==> src/rtl/sisc_pkg.sv <==
// Encodings and types shared by the PC sequencer and the control unit.
package sisc_pkg;

  typedef enum logic [1:0] {
    PCM_INC  = 2'b00,
    PCM_BR   = 2'b01,
    PCM_CALL = 2'b10,
    PCM_RET  = 2'b11
  } pc_mode_e;

endpackage : sisc_pkg

==> src/rtl/ret_stack.sv <==
// Return-address LIFO. Only the entry counter is reset; only entries below cnt are ever read.
module ret_stack #(
  parameter int AW    = 16,
  parameter int DEPTH = 8
) (
  input  logic                     CLK,
  input  logic                     RST,
  input  logic                     flush,
  input  logic                     push,
  input  logic                     pop,
  input  logic [AW-1:0]            din,
  output logic [AW-1:0]            top,
  output logic [$clog2(DEPTH):0]   cnt,
  output logic                     full,
  output logic                     empty
);

  localparam int PW = $clog2(DEPTH);
  localparam logic [PW:0]   CNT_ONE = (PW+1)'(1);
  localparam logic [PW-1:0] IDX_ONE = PW'(1);
  localparam logic [PW:0]   CNT_MAX = (PW+1)'(DEPTH);

  logic [AW-1:0] mem_q [DEPTH];
  logic [PW:0]   cnt_q, cnt_d;
  logic [PW-1:0] top_idx;
  logic          do_push, do_pop;

  assign full    = (cnt_q == CNT_MAX);
  assign empty   = (cnt_q == '0);
  assign cnt     = cnt_q;
  assign do_push = push && !full && !flush;
  assign do_pop  = pop && !empty && !flush;
  assign top_idx = cnt_q[PW-1:0] - IDX_ONE;
  assign top     = empty ? '0 : mem_q[top_idx];

  // NOTE: every variable driven here gets a default first, so no path can infer a latch.
  always_comb begin
    cnt_d = cnt_q;
    if (flush) begin
      cnt_d = '0;
    end else if (do_push) begin
      cnt_d = cnt_q + CNT_ONE;
    end else if (do_pop) begin
      cnt_d = cnt_q - CNT_ONE;
    end
  end

  // NOTE: non-blocking assignments for all clocked state so every register samples pre-edge values.
  always_ff @(posedge CLK or posedge RST) begin
    if (RST) begin
      cnt_q <= '0;
    end else begin
      cnt_q <= cnt_d;
    end
  end

  // NOTE: storage is deliberately left unreset; the counter alone decides which entries are live.
  always_ff @(posedge CLK) begin
    if (do_push) begin
      mem_q[cnt_q[PW-1:0]] <= din;
    end
  end

endmodule : ret_stack

==> src/rtl/pc_seq.sv <==
// Program counter sequencer: increment, absolute/relative branch, call/return with sticky stack errors.
module pc_seq
  import sisc_pkg::*;
#(
  parameter int            AW       = 16,
  parameter int            DEPTH    = 8,
  parameter logic [AW-1:0] RST_ADDR = '0
) (
  input  logic                   CLK,
  input  logic                   RST,
  input  logic                   pc_rst,
  input  logic                   pc_write,
  input  logic [1:0]             pc_mode,
  input  logic                   br_sel,
  input  logic [AW-1:0]          imm,
  input  logic                   err_clr,
  output logic [AW-1:0]          pc_out,
  output logic [AW-1:0]          pc_inc,
  output logic [$clog2(DEPTH):0] stk_cnt,
  output logic                   stk_full,
  output logic                   stk_empty,
  output logic                   ovf_err,
  output logic                   unf_err
);

  localparam logic [AW-1:0] PC_ONE = AW'(1);

  pc_mode_e      mode;
  logic [AW-1:0] pc_q, pc_d;
  logic          ovf_q, ovf_d, unf_q, unf_d;
  logic          ovf_set, unf_set;
  logic          push, pop;
  logic [AW-1:0] stk_top;

  assign mode   = pc_mode_e'(pc_mode);
  assign pc_inc = pc_q + PC_ONE;
  assign pc_out = pc_q;

  ret_stack #(
    .AW    (AW),
    .DEPTH (DEPTH)
  ) u_ret_stack (
    .CLK   (CLK),
    .RST   (RST),
    .flush (pc_rst),
    .push  (push),
    .pop   (pop),
    .din   (pc_inc),
    .top   (stk_top),
    .cnt   (stk_cnt),
    .full  (stk_full),
    .empty (stk_empty)
  );

  always_comb begin
    pc_d    = pc_q;
    push    = 1'b0;
    pop     = 1'b0;
    ovf_set = 1'b0;
    unf_set = 1'b0;
    if (pc_rst) begin
      pc_d = RST_ADDR;
    end else if (pc_write) begin
      case (mode)
        PCM_INC: pc_d = pc_inc;
        PCM_BR:  pc_d = br_sel ? (pc_inc + imm) : imm;
        PCM_CALL: begin
          if (stk_full) begin
            pc_d    = pc_inc;
            ovf_set = 1'b1;
          end else begin
            pc_d = imm;
            push = 1'b1;
          end
        end
        PCM_RET: begin
          if (stk_empty) begin
            pc_d    = pc_inc;
            unf_set = 1'b1;
          end else begin
            pc_d = stk_top;
            pop  = 1'b1;
          end
        end
        default: pc_d = pc_q;
      endcase
    end
  end

  // A new error raised on the same edge as err_clr wins over the clear.
  assign ovf_d = ovf_set | (ovf_q & ~err_clr);
  assign unf_d = unf_set | (unf_q & ~err_clr);

  always_ff @(posedge CLK or posedge RST) begin
    if (RST) begin
      pc_q  <= RST_ADDR;
      ovf_q <= 1'b0;
      unf_q <= 1'b0;
    end else begin
      pc_q  <= pc_d;
      ovf_q <= ovf_d;
      unf_q <= unf_d;
    end
  end

  assign ovf_err = ovf_q;
  assign unf_err = unf_q;

endmodule : pc_seq

==> config.mk <==
export PLATFORM = sky130hd
export DESIGN_NAME = pc_seq
export DESIGN_NICKNAME = d
export VERILOG_FILES = /design/src/rtl/sisc_pkg.sv /design/src/rtl/ret_stack.sv /design/src/rtl/pc_seq.sv
export SDC_FILE = /design/constraint.sdc
export NUM_CORES = 1
export LEC_CHECK = 0
export ABC_CLOCK_PERIOD_IN_PS = 12000
export BUFFER_PORTS_ARGS = -buffer_cell sky130_fd_sc_hd__clkbuf_2
export CAP_MARGIN = 20
export CORE_MARGIN = 3
export CORE_UTILIZATION = 58
export DETAILED_ROUTE_END_ITERATION = 8
export HOLD_SLACK_MARGIN = 0.02
export PLACE_DENSITY = 0.78
export SYNTH_ARGS = -nofsm -noshare
export SYNTH_HDL_FRONTEND = slang
export SYNTH_SLANG_ARGS = --single-unit
==> constraint.sdc <==
create_clock -name CLK -period 12 [get_ports CLK]
set_input_delay 1.2 -clock CLK [delete_from_list [all_inputs] [get_ports CLK]]
set_output_delay 1.2 -clock CLK [all_outputs]
set_load 0.01 [all_outputs]
# [After elaboration in Yosys (flattened, before gate mapping)]
# Memories as Yosys holds them, arrays and structs flattened.
# Index checks and enable logic that the tools add are counted.
# W data, S select, Z words.
[op_classes] add_sub_neg=5 eq_ne=4 muxes=27 n_bitwise=5 n_reduce_logical=11
[ops] operator="$mux W16" n=5
[ops] operator="$pmux W16 S4" n=1
[ops] operator="$mux W1" n=18
[ops] operator="$add A16 B1 Y16 const B" n=1
[ops] operator="$add A16 B16 Y16" n=1
[ops] operator="$mux W4" n=3
[ops] operator="$add A4 B1 Y4 const B" n=1
[ops] operator="$eq A2 B2 Y1 const B" n=2
[ops] operator="$eq A4 B4 Y1 const B" n=1
[ops] operator="$logic_and A1 B1 Y1" n=4
[ops] operator="$logic_not A4 Y1" n=1
[ops] operator="$sub A4 B1 Y4 const B" n=1
[ops] operator="$logic_not A1 Y1" n=3
[ops] operator="$reduce_bool A3 Y1" n=1
[ops] operator="$sub A3 B1 Y3 const B" n=1
[ops] operator="$and A1 B1 Y1" n=2
[ops] operator="$eq A2 B1 Y1 const B" n=1
[ops] operator="$logic_not A2 Y1" n=1
[ops] operator="$or A1 B1 Y1" n=2
[ops] operator="$reduce_bool A2 Y1" n=1
[ops] operator="$not A1 Y1" n=1
[totals] register_bits=22 mem_bits_rw=128 mem_count=1
[mem_list] name="u_ret_stack.mem_q" words=8 width=16 rd=1 rd_clocked_by_memory_dff=0 wr=1 line_no="ret_stack.sv:23" source="logic [AW-1:0] mem_q [DEPTH];"

# [Logic depth before layout (Yosys ltp)]
# Gate-level depths: netlist of the first run.
[logic_depth] word_depth=10 depth_mapped=16 ltp_nobuf=13

# [Modules after synthesis]
# Synthesis of the first run repeated with hierarchy kept, for this count alone.
[unflattened] cells_unflattened=562 hier_area_um2=7621.1
[by_module_without_submodules] mod="ret_stack" n_inst=1 cells_per_inst=272 area_each_um2=5318.9 seq_area_each_um2=3943.8
[by_module_without_submodules] mod="pc_seq" n_inst=1 cells_per_inst=290 area_each_um2=2302.2 seq_area_each_um2=450.4

# [Worst setup path before layout of the first run]
# OpenSTA, ideal clock, no wires.
[synth_timing] path_kind="register to register" startpoint="register u_ret_stack.cnt_q[0] (netlist: u_ret_stack.cnt[0])" endpoint="memory u_ret_stack.mem_q[0][0], enable pin" arrival_time_ns=3.790 required_ns=11.570 path_slack_ns=7.779 stages_incl_launch_ff=11 cell_sequence="dfrtp_1 > buf_6 > buf_2 > buf_2 > inv_1 > ha_1 > nand3b_1 > inv_1 > nor3_1 > inv_1 > nor4_1"
[synth_via] elab_chain_cells=9
[synth_lines] element="from (decl)" line_no="ret_stack.sv:24" source="logic [PW:0] cnt_q, cnt_d;"
[synth_lines] element="from (signal assigned)" line_no="ret_stack.sv:53" source="cnt_q <= cnt_d;"
[synth_lines] element="$eq A4 B4 Y1" line_no="ret_stack.sv:28" source="assign full = (cnt_q == CNT_MAX);"
[synth_lines] element="$mux W1" line_no="pc_seq.sv:68" source="if (stk_full) begin"
[synth_lines] element="$mux W1" line_no="pc_seq.sv:64" source="case (mode)"
[synth_lines] element="$mux W1" line_no="pc_seq.sv:63" source="end else if (pc_write) begin"
[synth_lines] element="$mux W1" line_no="pc_seq.sv:61" source="if (pc_rst) begin"
[synth_lines] element="$logic_and A1 B1 Y1 (2 in series)" line_no="ret_stack.sv:31" source="assign do_push = push && !full && !flush;"
[synth_lines] element="$mux W1" line_no="ret_stack.sv:59" source="if (do_push) begin"
[synth_lines] element="$mux W1 (implied by the code)" line_no="ret_stack.sv:60" source="mem_q[cnt_q[PW-1:0]] <= din;"
[synth_lines] element="to (decl)" line_no="ret_stack.sv:23"
# Parallel ways exist; a longest one is shown, timed or not.

# [Worst setup path after layout of the first run]
[layout_timing] startpoint="register u_ret_stack.cnt_q[0] (netlist: u_ret_stack.cnt[0])" endpoint="register u_ret_stack.cnt_q[3] (netlist: u_ret_stack.cnt[3])"
[layout_via] elab_chain_cells=9
[layout_lines] element="$eq A4 B4 Y1" line_no="ret_stack.sv:28"
[layout_lines] element="$mux W1" line_no="pc_seq.sv:68"
[layout_lines] element="$mux W1" line_no="pc_seq.sv:64"
[layout_lines] element="$mux W1" line_no="pc_seq.sv:63"
[layout_lines] element="$mux W1" line_no="pc_seq.sv:61"
[layout_lines] element="$logic_and A1 B1 Y1 (2 in series)" line_no="ret_stack.sv:31"
[layout_lines] element="$mux W4" line_no="ret_stack.sv:41" source="end else if (do_push) begin"
[layout_lines] element="$mux W4" line_no="ret_stack.sv:39" source="if (flush) begin"
# Parallel ways exist; a longest one is shown, timed or not. The select of a mux whose other input is x is not followed.
# A chain may end at the register's enable or synchronous reset.

==> results of run 1 <==
-- cell families after synthesis --
family                     Yosys count  synth area share [%]
and+or+nand+nor                    188                  11.6
DFF                                150                  55.9
muxes                               40                  10.2
adders and majority gates           23                  3.85
xor gates and xnor gates            26                  2.99
AOI/OAI and AO/OA                  141                  12.0
buffers and inverters               61                  3.41
-- cells in the mapped netlist (4+ instances only) --
library cell and n:
nor3b_1 4, o21a_1 6, nor3_1 16, xnor2_1 16, nand4_1 6, nand2_1 69
and3_1 8, a21oi_1 43, nand3_1 13, buf_2 9, edfxtp_1 128, dfrtp_1 22
inv_1 26, a311oi_1 5, a211oi_1 14, buf_1 5, nor2b_1 5, a31oi_1 4
clkbuf_1 15, o21ai_0 21, nor4_1 5, nor2_1 37, ha_1 21, o22ai_1 6
o211ai_1 4, xor2_1 9, mux2i_1 8, mux4_2 32, nand2b_1 8
-- layer usage --
layer / share of wire [%] / up-vias
li1: - / 2547
met5: 0 / -
met3: 8.5 / 57
met2: 48 / 383
met1: 40 / 2892
met4: 3.8 / 0
-- cell type report --
cell class | instances | area, um2
Clock buffer | 19 | 433
Tap cell | 172 | 215
Timing Repair Buffer | 75 | 413
Fill cell | 885 | 3890
Sequential cell | 150 | 4400
Inverter | 28 | 106
Clock inverter | 13 | 253
Multi-Input combinational cell | 418 | 3220
-- per-stage QoR --
step	total power [mW]	cell area, um2	setup WS, ps	std cells	hold slack [ps]
floorplan	0.963	7860	7780	629	549
global placement	1.09	8320	7800	840	529
detailed placement	1.10	8330	7660	841	532
CTS	1.72	9010	7540	873	542
global route	1.79	9040	7370	875	559
finish	1.72	9040	7680	875	539
-- report_power, final --
group          switching [mW]  leakage (nW)  internal (mW)  total (mW)
sequential             0.0286          1.46          0.597       0.626
clock                   0.203         0.327          0.411       0.614
combinational           0.303          1.60          0.182       0.484
-- flip-flops by register name (all words and copies together) (netlist names) --
| signal | flops |
|---|---|
| u_ret_stack.cnt | 4 |
| unf_err | 1 |
| pc_out | 16 |
| u_ret_stack.mem_q | 128 |
| ovf_err | 1 |
-- worst max-delay path, delay by kind of cell, from the launching register on --
family | cells | cell delay (ps)
AOI/OAI and AO/OA | 4 | 620
DFF | 1 | 340
xor gates and xnor gates | 1 | 150
and+or+nand+nor | 3 | 1040
buffers and inverters | 4 | 1300
adders and majority gates | 2 | 670
-- worst min path at each step --
stage	slack, ps	startpoint	to
CTS	540	ovf_err	ovf_err
finish	540	ovf_err	ovf_err
detailed placement	530	ovf_err	ovf_err
global route	560	unf_err	unf_err
global placement	530	ovf_err	ovf_err
floorplan	550	ovf_err	ovf_err
==> results.rst, run 1 <==
.. list-table::
   :header-rows: 1

   * - Metric
     - Value
   * - Run status
     - completed
   * - Global-route met3 utilization
     - 5.35%
   * - Via count of the first global-routing pass
     - 5741
   * - Cells taking the most area after synthesis
     - edfxtp_1 (49%), mux4_2 (9.2%), dfrtp_1 (7.0%)
   * - Layout overhead on the synthesized area
     - 15.0%
   * - R2R Setup Slk
     - 7680 ps
   * - Count of maximum capacitance violations
     - 0
   * - Number of synthesized flops with an enable pin
     - 128
   * - Worst-case clock buffer depth
     - 2
   * - Share of the clock period used by the worst path
     - 36.0%
   * - Port Buf Inserts
     - 63
   * - Library cell occupying the most area in the post-synthesis netlist
     - edfxtp_1
   * - Finished Core Util
     - 69.9%
   * - Highest cell delay on the worst timing path
     - 560 ps
   * - Critical path start-end classification
     - reg -> reg
   * - Layout cell share with drive strength beyond 1
     - 22.0%
   * - Worst-case vdd ir drop
     - 0.0951 mV
   * - Final Hold Fails
     - 0
   * - Critical Path End
     - u_ret_stack.cnt[3]
   * - Startpoint types
     - flip-flop
   * - Met1 Resource Use GR
     - 39.8%
   * - Routability-driven placement congestion ratio
     - 0.948
   * - Slew @ Worst Pin
     - 1080 ps
   * - Inserted Clock Buffers
     - 17
   * - Layout Skew
     - 8.55 ps
   * - Chip Height
     - 122 um
   * - Hold Path Stages
     - 2
   * - Worst reg2reg path endpoint
     - u_ret_stack.cnt[3]
   * - Arrival time worst endpoint
     - 4600 ps
   * - Worst hold path type
     - reg -> reg
   * - H-tree Lvls
     - 4
   * - Clock tree sinks
     - 150
   * - Antenna violations before repair
     - 0
   * - Synth top area share
     - 48.9%
   * - Number of gates resized after CTS
     - 0
   * - Pwr per Cell Area
     - 191 nW/um2
   * - Iter 0 DRT Violations
     - 705
   * - First-pass GRT wire length
     - 32200 um
   * - Register bit count reported by yosys
     - 150
   * - GR Overflow Total
     - 0
   * - Setup crit end kind
     - flip-flop
   * - Crit Path Max Fanout
     - 43
   * - Average wire per standard cell
     - 23.2 um
   * - P_leak
     - 3.39 nW
   * - Initial Utilization
     - 60.8%
   * - FF-to-FF path depth
     - 14
   * - Post-synthesis cell count
     - 629
   * - Yosys warning total
     - 0
   * - Vias per std cell
     - 6.72
   * - Post-synthesis cell type count
     - 73
   * - Setup repair after global routing missed its margin
     - false
   * - Clk Tree Root Cell
     - clkbuf_16
   * - # Post-CTS Setup Buffers
     - 0
   * - # setup viols final
     - 0
   * - Cts-stage hold buffer count
     - 0
   * - Launch point of the worst path
     - u_ret_stack.cnt[0]
   * - Post-Syn Nets
     - 676
   * - Most frequent CP cell
     - inv_1
   * - DRT antenna net count
     - 0
   * - Std-Cell Core Area
     - 12900 um2
   * - Critical path required time
     - 12280 ps
   * - Post-detailed-placement half-perimeter wirelength
     - 13900 um
   * - Top Ports
     - 64
   * - Highest clock frequency the design can meet
     - 0.232 GHz
   * - Clock edge transition at the registers on the reported setup and hold paths
     - 60 ps
   * - Aggregate global-route resource usage
     - 28.9%
   * - Number of diodes
     - 0
   * - Die Wd
     - 122 um
   * - DR pass1 iterations
     - 5
   * - Async set-reset flop share out of synthesis
     - 14.7%
   * - Area of the mapped netlist
     - 7860 um2
   * - Most used DFF post-synth
     - edfxtp_1
   * - DR vias
     - 5879
   * - Most common cell after layout, fill and taps aside
     - edfxtp_1
   * - Fin nets
     - 737
   * - Min cycle time layout
     - 4320 ps
   * - Slew Limit Headroom
     - 28.0%
   * - Final TNS setup
     - 0 ps
   * - Commonest cells after routing, fill and taps aside
     - edfxtp_1 (128), nand2_1 (69), clkbuf_2 (63)
   * - Number of rows created at floorplan
     - 41
   * - Post-Synthesis Mean Instance Area
     - 12.5 um2
   * - Max Transition Viols Final
     - 0
   * - Worst-path cell chain
     - buf_4 > inv_1 > ha_1 > nand3b_1 > inv_1 > nor3_1 > inv_1 > ha_1 > a21o_1 > a21oi_1 > xnor2_1 > nor3_1 > a21oi_1 > o21ai_0
   * - Clk_lat worst skew
     - 420 ps
   * - Die outline area
     - 15000 um2
   * - Final WL
     - 20300 um
   * - Global-route layer with the greatest usage
     - met2
   * - Standard cell with the maximum stage delay on the critical path
     - buf_4
   * - GR Layer Usage met2
     - 45.1%
   * - TritonCTS clock tree
     - yes
   * - R2r startpoint
     - u_ret_stack.cnt[0]
   * - Maximum number of pins on one net before global-route repair
     - 44
   * - Share of synthesized area occupied by flip-flops and latches
     - 55.9%
   * - Count of unresolved DRC violations after routing
     - 0
Power figures use the tool's default switching activity.
==> inputs of run 2 (changes only) <==
--- a/config.mk
+++ b/config.mk
@@ -5,14 +5,15 @@
 export SDC_FILE = /design/constraint.sdc
 export NUM_CORES = 1
 export LEC_CHECK = 0
-export ABC_CLOCK_PERIOD_IN_PS = 12000
+export ABC_AREA = 1
+export ABC_CLOCK_PERIOD_IN_PS = 4500
 export BUFFER_PORTS_ARGS = -buffer_cell sky130_fd_sc_hd__clkbuf_2
 export CAP_MARGIN = 20
 export CORE_MARGIN = 3
 export CORE_UTILIZATION = 58
 export DETAILED_ROUTE_END_ITERATION = 8
 export HOLD_SLACK_MARGIN = 0.02
-export PLACE_DENSITY = 0.78
+export PLACE_DENSITY = 0.77
 export SYNTH_ARGS = -nofsm -noshare
 export SYNTH_HDL_FRONTEND = slang
 export SYNTH_SLANG_ARGS = --single-unit
==> constraint.sdc (replaced) <==
create_clock -name CLK -period 4.5 [get_ports CLK]
set_input_delay 0.45 -clock CLK [delete_from_list [all_inputs] [get_ports CLK]]
set_output_delay 0.45 -clock CLK [all_outputs]
set_load 0.01 [all_outputs]
==> run 2 against run 1 <==
Sequential power rose to 2.6 times the previous value; synthesized cell count is 45% higher; critical path depth rose by 7; cell count up 34%; largest power group unchanged; area after synthesis grew 3.9%; clock power rose by 130%; critical endpoint is now pc_out[13]; hold slack got worse by 310 ps; highest routed layer unchanged.
==> results.rst, run 2 <==
.. list-table::
   :header-rows: 1

   * - Metric
     - Value
   * - Run status
     - completed
   * - Register bit count reported by yosys
     - 150
   * - Part of the power in the clock network
     - 31.3%
   * - Part of the power in combinational logic
     - 32.4%
   * - Worst path depth
     - 21
   * - H-tree Lvls
     - 4
   * - Crit path buf inv count
     - 2
   * - Switching pwr
     - 1.60 mW
   * - TritonCTS clock tree
     - yes
   * - Number of gates resized after CTS
     - 0
   * - Min cycle time layout
     - 3410 ps
   * - Port Buf Inserts
     - 63
   * - Layout cell share with drive strength beyond 1
     - 15.5%
   * - Highest cell delay on the worst timing path
     - 410 ps
   * - # setup viols final
     - 0
   * - Clock edge transition at the registers on the reported setup and hold paths
     - 60 ps
   * - Non-filler cells in the finished layout
     - 1170
   * - Number of instances in the placed design
     - 1137
   * - Max Transition Viols Final
     - 0
   * - Share of the clock period used by the worst path
     - 75.9%
   * - R2r startpoint
     - pc_out[1]
   * - Initial Utilization
     - 60.4%
   * - Layout Skew
     - 10.7 ps
   * - Die outline area
     - 15500 um2
   * - Setup crit end kind
     - flip-flop
   * - Crit Path Max Fanout
     - 11
   * - Clk Tree Root Cell
     - clkbuf_16
   * - Standard cell with the maximum stage delay on the critical path
     - dfrtp_1
   * - Worst slack at placement
     - 1120 ps
   * - GR Overflow Total
     - 0
   * - Worst reg2reg path endpoint
     - pc_out[13]
   * - Post-synthesis cell type count
     - 52
   * - Critical Path End
     - pc_out[13]
   * - Worst-path cell chain
     - ha_1 > nand2_1 > inv_1 > nand2_1 > nor2_1 > nand2_1 > and2_1 > inv_1 > ha_1 > nand2_1 > nand2_1 > a21oi_1 > nor2_1 > nor2_1 > nand2_1 > nand2_1 > nand2_1 > o21ai_0 > nand2_1 > nand2_1 > nand2_1
   * - Die Wd
     - 125 um
   * - Synth top area share
     - 47.1%
   * - Cells taking the most area after synthesis
     - edfxtp_1 (47%), nand2_1 (12%), dfrtp_1 (6.7%)
   * - Async set-reset flop share out of synthesis
     - 14.7%
   * - Post-synthesis cell count
     - 909
   * - Post-detailed-placement half-perimeter wirelength
     - 14800 um
   * - Share of synthesized area occupied by flip-flops and latches
     - 53.8%
   * - Most common cell after layout, fill and taps aside
     - nand2_1
   * - Final setup margin
     - 1090 ps
   * - Cts-stage hold buffer count
     - 0
   * - Aggregate global-route resource usage
     - 28.8%
   * - DR vias
     - 6872
   * - Final-layout fill cell count
     - 1039
   * - Final Hold Fails
     - 0
   * - Layout overhead on the synthesized area
     - 14.2%
   * - Area of the multi-input gates
     - 3340 um2
   * - Routability-driven placement congestion ratio
     - 0.972
   * - Slew @ Worst Pin
     - 967 ps
   * - Most frequent CP cell
     - nand2_1
   * - Average wire per standard cell
     - 19.0 um
   * - FF-to-FF path depth
     - 21
   * - First-pass GRT wire length
     - 34900 um
   * - Clock tree sinks
     - 150
   * - Fin nets
     - 1028
   * - Total internal power
     - 2.95 mW
   * - DR pass1 iterations
     - 5
   * - Library cell occupying the most area in the post-synthesis netlist
     - edfxtp_1
   * - Top Ports
     - 64
   * - Maximum number of pins on one net before global-route repair
     - 69
   * - Clk_lat worst skew
     - 410 ps
   * - Sequential share of power
     - 36.3%
   * - Critical path required time
     - 4810 ps
   * - Worst hold path type
     - in -> async
   * - Commonest cells in the synthesized netlist
     - nand2_1 (257), edfxtp_1 (128), nor2_1 (84)
   * - DRT antenna net count
     - 0
   * - Post-Syn Nets
     - 956
   * - Final WL
     - 22300 um
   * - Antenna violations before repair
     - 0
   * - Final TNS setup
     - 0 ps
   * - Area of the mapped netlist
     - 8160 um2
   * - Slew Limit Headroom
     - 35.5%
   * - Inserted Clock Buffers
     - 17
   * - Commonest cells after routing, fill and taps aside
     - nand2_1 (257), edfxtp_1 (128), nor2_1 (84)
   * - Sequential standard cell area
     - 4400 um2
   * - Flip-flop count of the largest register, all copies and words added
     - 128
   * - Worst-case vdd ir drop
     - 0.286 mV
   * - Iter 0 DRT Violations
     - 763
   * - Arrival time worst endpoint
     - 3720 ps
   * - Worst-case clock buffer depth
     - 2
   * - # Post-CTS Setup Buffers
     - 0
   * - Yosys warning total
     - 0
   * - Final hold slack
     - 228 ps
   * - Vias per std cell
     - 5.87
   * - R2R Setup Slk
     - 1090 ps
   * - Switching share of power
     - 35.2%
   * - Highest clock frequency the design can meet
     - 0.293 GHz
   * - Number of synthesized flops with an enable pin
     - 128
   * - Number of diodes
     - 0
   * - Startpoint types
     - flip-flop
   * - Launch point of the worst path
     - pc_out[1]
   * - Most used DFF post-synth
     - edfxtp_1
   * - P_leak
     - 4.02 nW
   * - Via count of the first global-routing pass
     - 6433
   * - Chip Height
     - 125 um
   * - Setup repair after global routing missed its margin
     - false
   * - Critical path start-end classification
     - reg -> reg
   * - Most frequently used cell type in the post-synthesis netlist
     - nand2_1
   * - Pwr per Cell Area
     - 489 nW/um2
   * - Top cell family by delay on the critical path
     - simple AND/OR/NAND/NOR gates
   * - Std-Cell Core Area
     - 13500 um2
   * - Post-Synthesis Mean Instance Area
     - 8.98 um2
   * - Count of maximum capacitance violations
     - 0
   * - Number of rows created at floorplan
     - 42
   * - Count of unresolved DRC violations after routing
     - 0
==> run 2: changes by cell type in the layout (fill, tap and decap cells not counted), sizes merged, moves of 7 or more <==
cell,before,now
buf,12,20
mux2i,8,0
mux4,32,0
nand2,69,266
nand3,14,70
o21ai,21,55
a21oi,43,55
xnor2,16,4
inv,27,78
and3,8,1
nor2,37,95
nand2b,8,0
a211oi,15,0
==> run 2: worst min path at each step <==
stage               depth (start not counted)      start   endpoint
floorplan                                   1        RST    ovf_err
global placement                            2  pc_out[7]  pc_out[7]
detailed placement                          2    ovf_err    ovf_err
CTS                                         2    err_clr    unf_err
global route                                2    err_clr    unf_err
finish                                      2        RST    ovf_err
==> run 2: power by group through the flow <==
stage | registers (mW) | logic (mW) | clock network, mW
after floorplan | 1.68 | 1.00 | 0
after global placement | 1.68 | 1.42 | 0
after detailed placement | 1.68 | 1.43 | 0
after CTS | 1.65 | 1.45 | 1.44
after global routing | 1.66 | 1.63 | 1.49
final | 1.65 | 1.47 | 1.43
==> run 2: final cells by class <==
| cell class | instances | share of cell area, % |
|---|---|---|
| Timing Repair Buffer | 83 | 5.00 |
| Clock inverter | 7 | 1.33 |
| Tap cell | 176 | 2.36 |
| Multi-Input combinational cell | 650 | 35.9 |
| Inverter | 79 | 3.18 |
| Sequential cell | 150 | 47.2 |
| Clock buffer | 25 | 5.10 |
==> run 2: worst register-to-register path: stages (launching register included) <==
cell and delay (ps):
dfrtp_1 410, ha_1 280, nand2_1 110, inv_1 170, nand2_1 90, nor2_1 190, nand2_1 70, and2_1 180
inv_1 300, ha_1 360, nand2_1 80, nand2_1 80, a21oi_1 200, nor2_1 80, nor2_1 90, nand2_1 80
nand2_1 60, nand2_1 40, o21ai_0 250, nand2_1 90, nand2_1 70, nand2_1 50
==> run 2: cell families (layout without fill, tap and decap cells) <==
logic type | after synthesis | count (layout) | synth area share, %
compound gates | 155 | 155 | 11.0
xor+xnor | 12 | 12 | 1.38
flops | 150 | 150 | 53.8
buf+inv | 109 | 194 | 5.55
fa+ha+maj | 23 | 23 | 3.71
simple gates | 460 | 460 | 24.5
==> run 2: per-stage QoR <==
step | area [um2] | total power [mW] | utilization, %
3_5_place_dp | 8710 | 3.11 | 64.5
4_1_cts | 9310 | 4.54 | 68.9
2_1_floorplan | 8160 | 2.68 | -
6_report | 9320 | 4.55 | 69.0
3_3_place_gp | 8710 | 3.10 | 64.5
5_1_grt | 9320 | 4.78 | 69.0
==> run 2: layer usage <==
layer / vias to the layer above / global-route usage [%] / share of wire [%]
met5: - / 0 / 0
met4: 0 / 12.3 / 3.6
met3: 63 / 6.17 / 10
met2: 392 / 46.0 / 48
met1: 3165 / 38.5 / 39
li1: 3252 / - / -
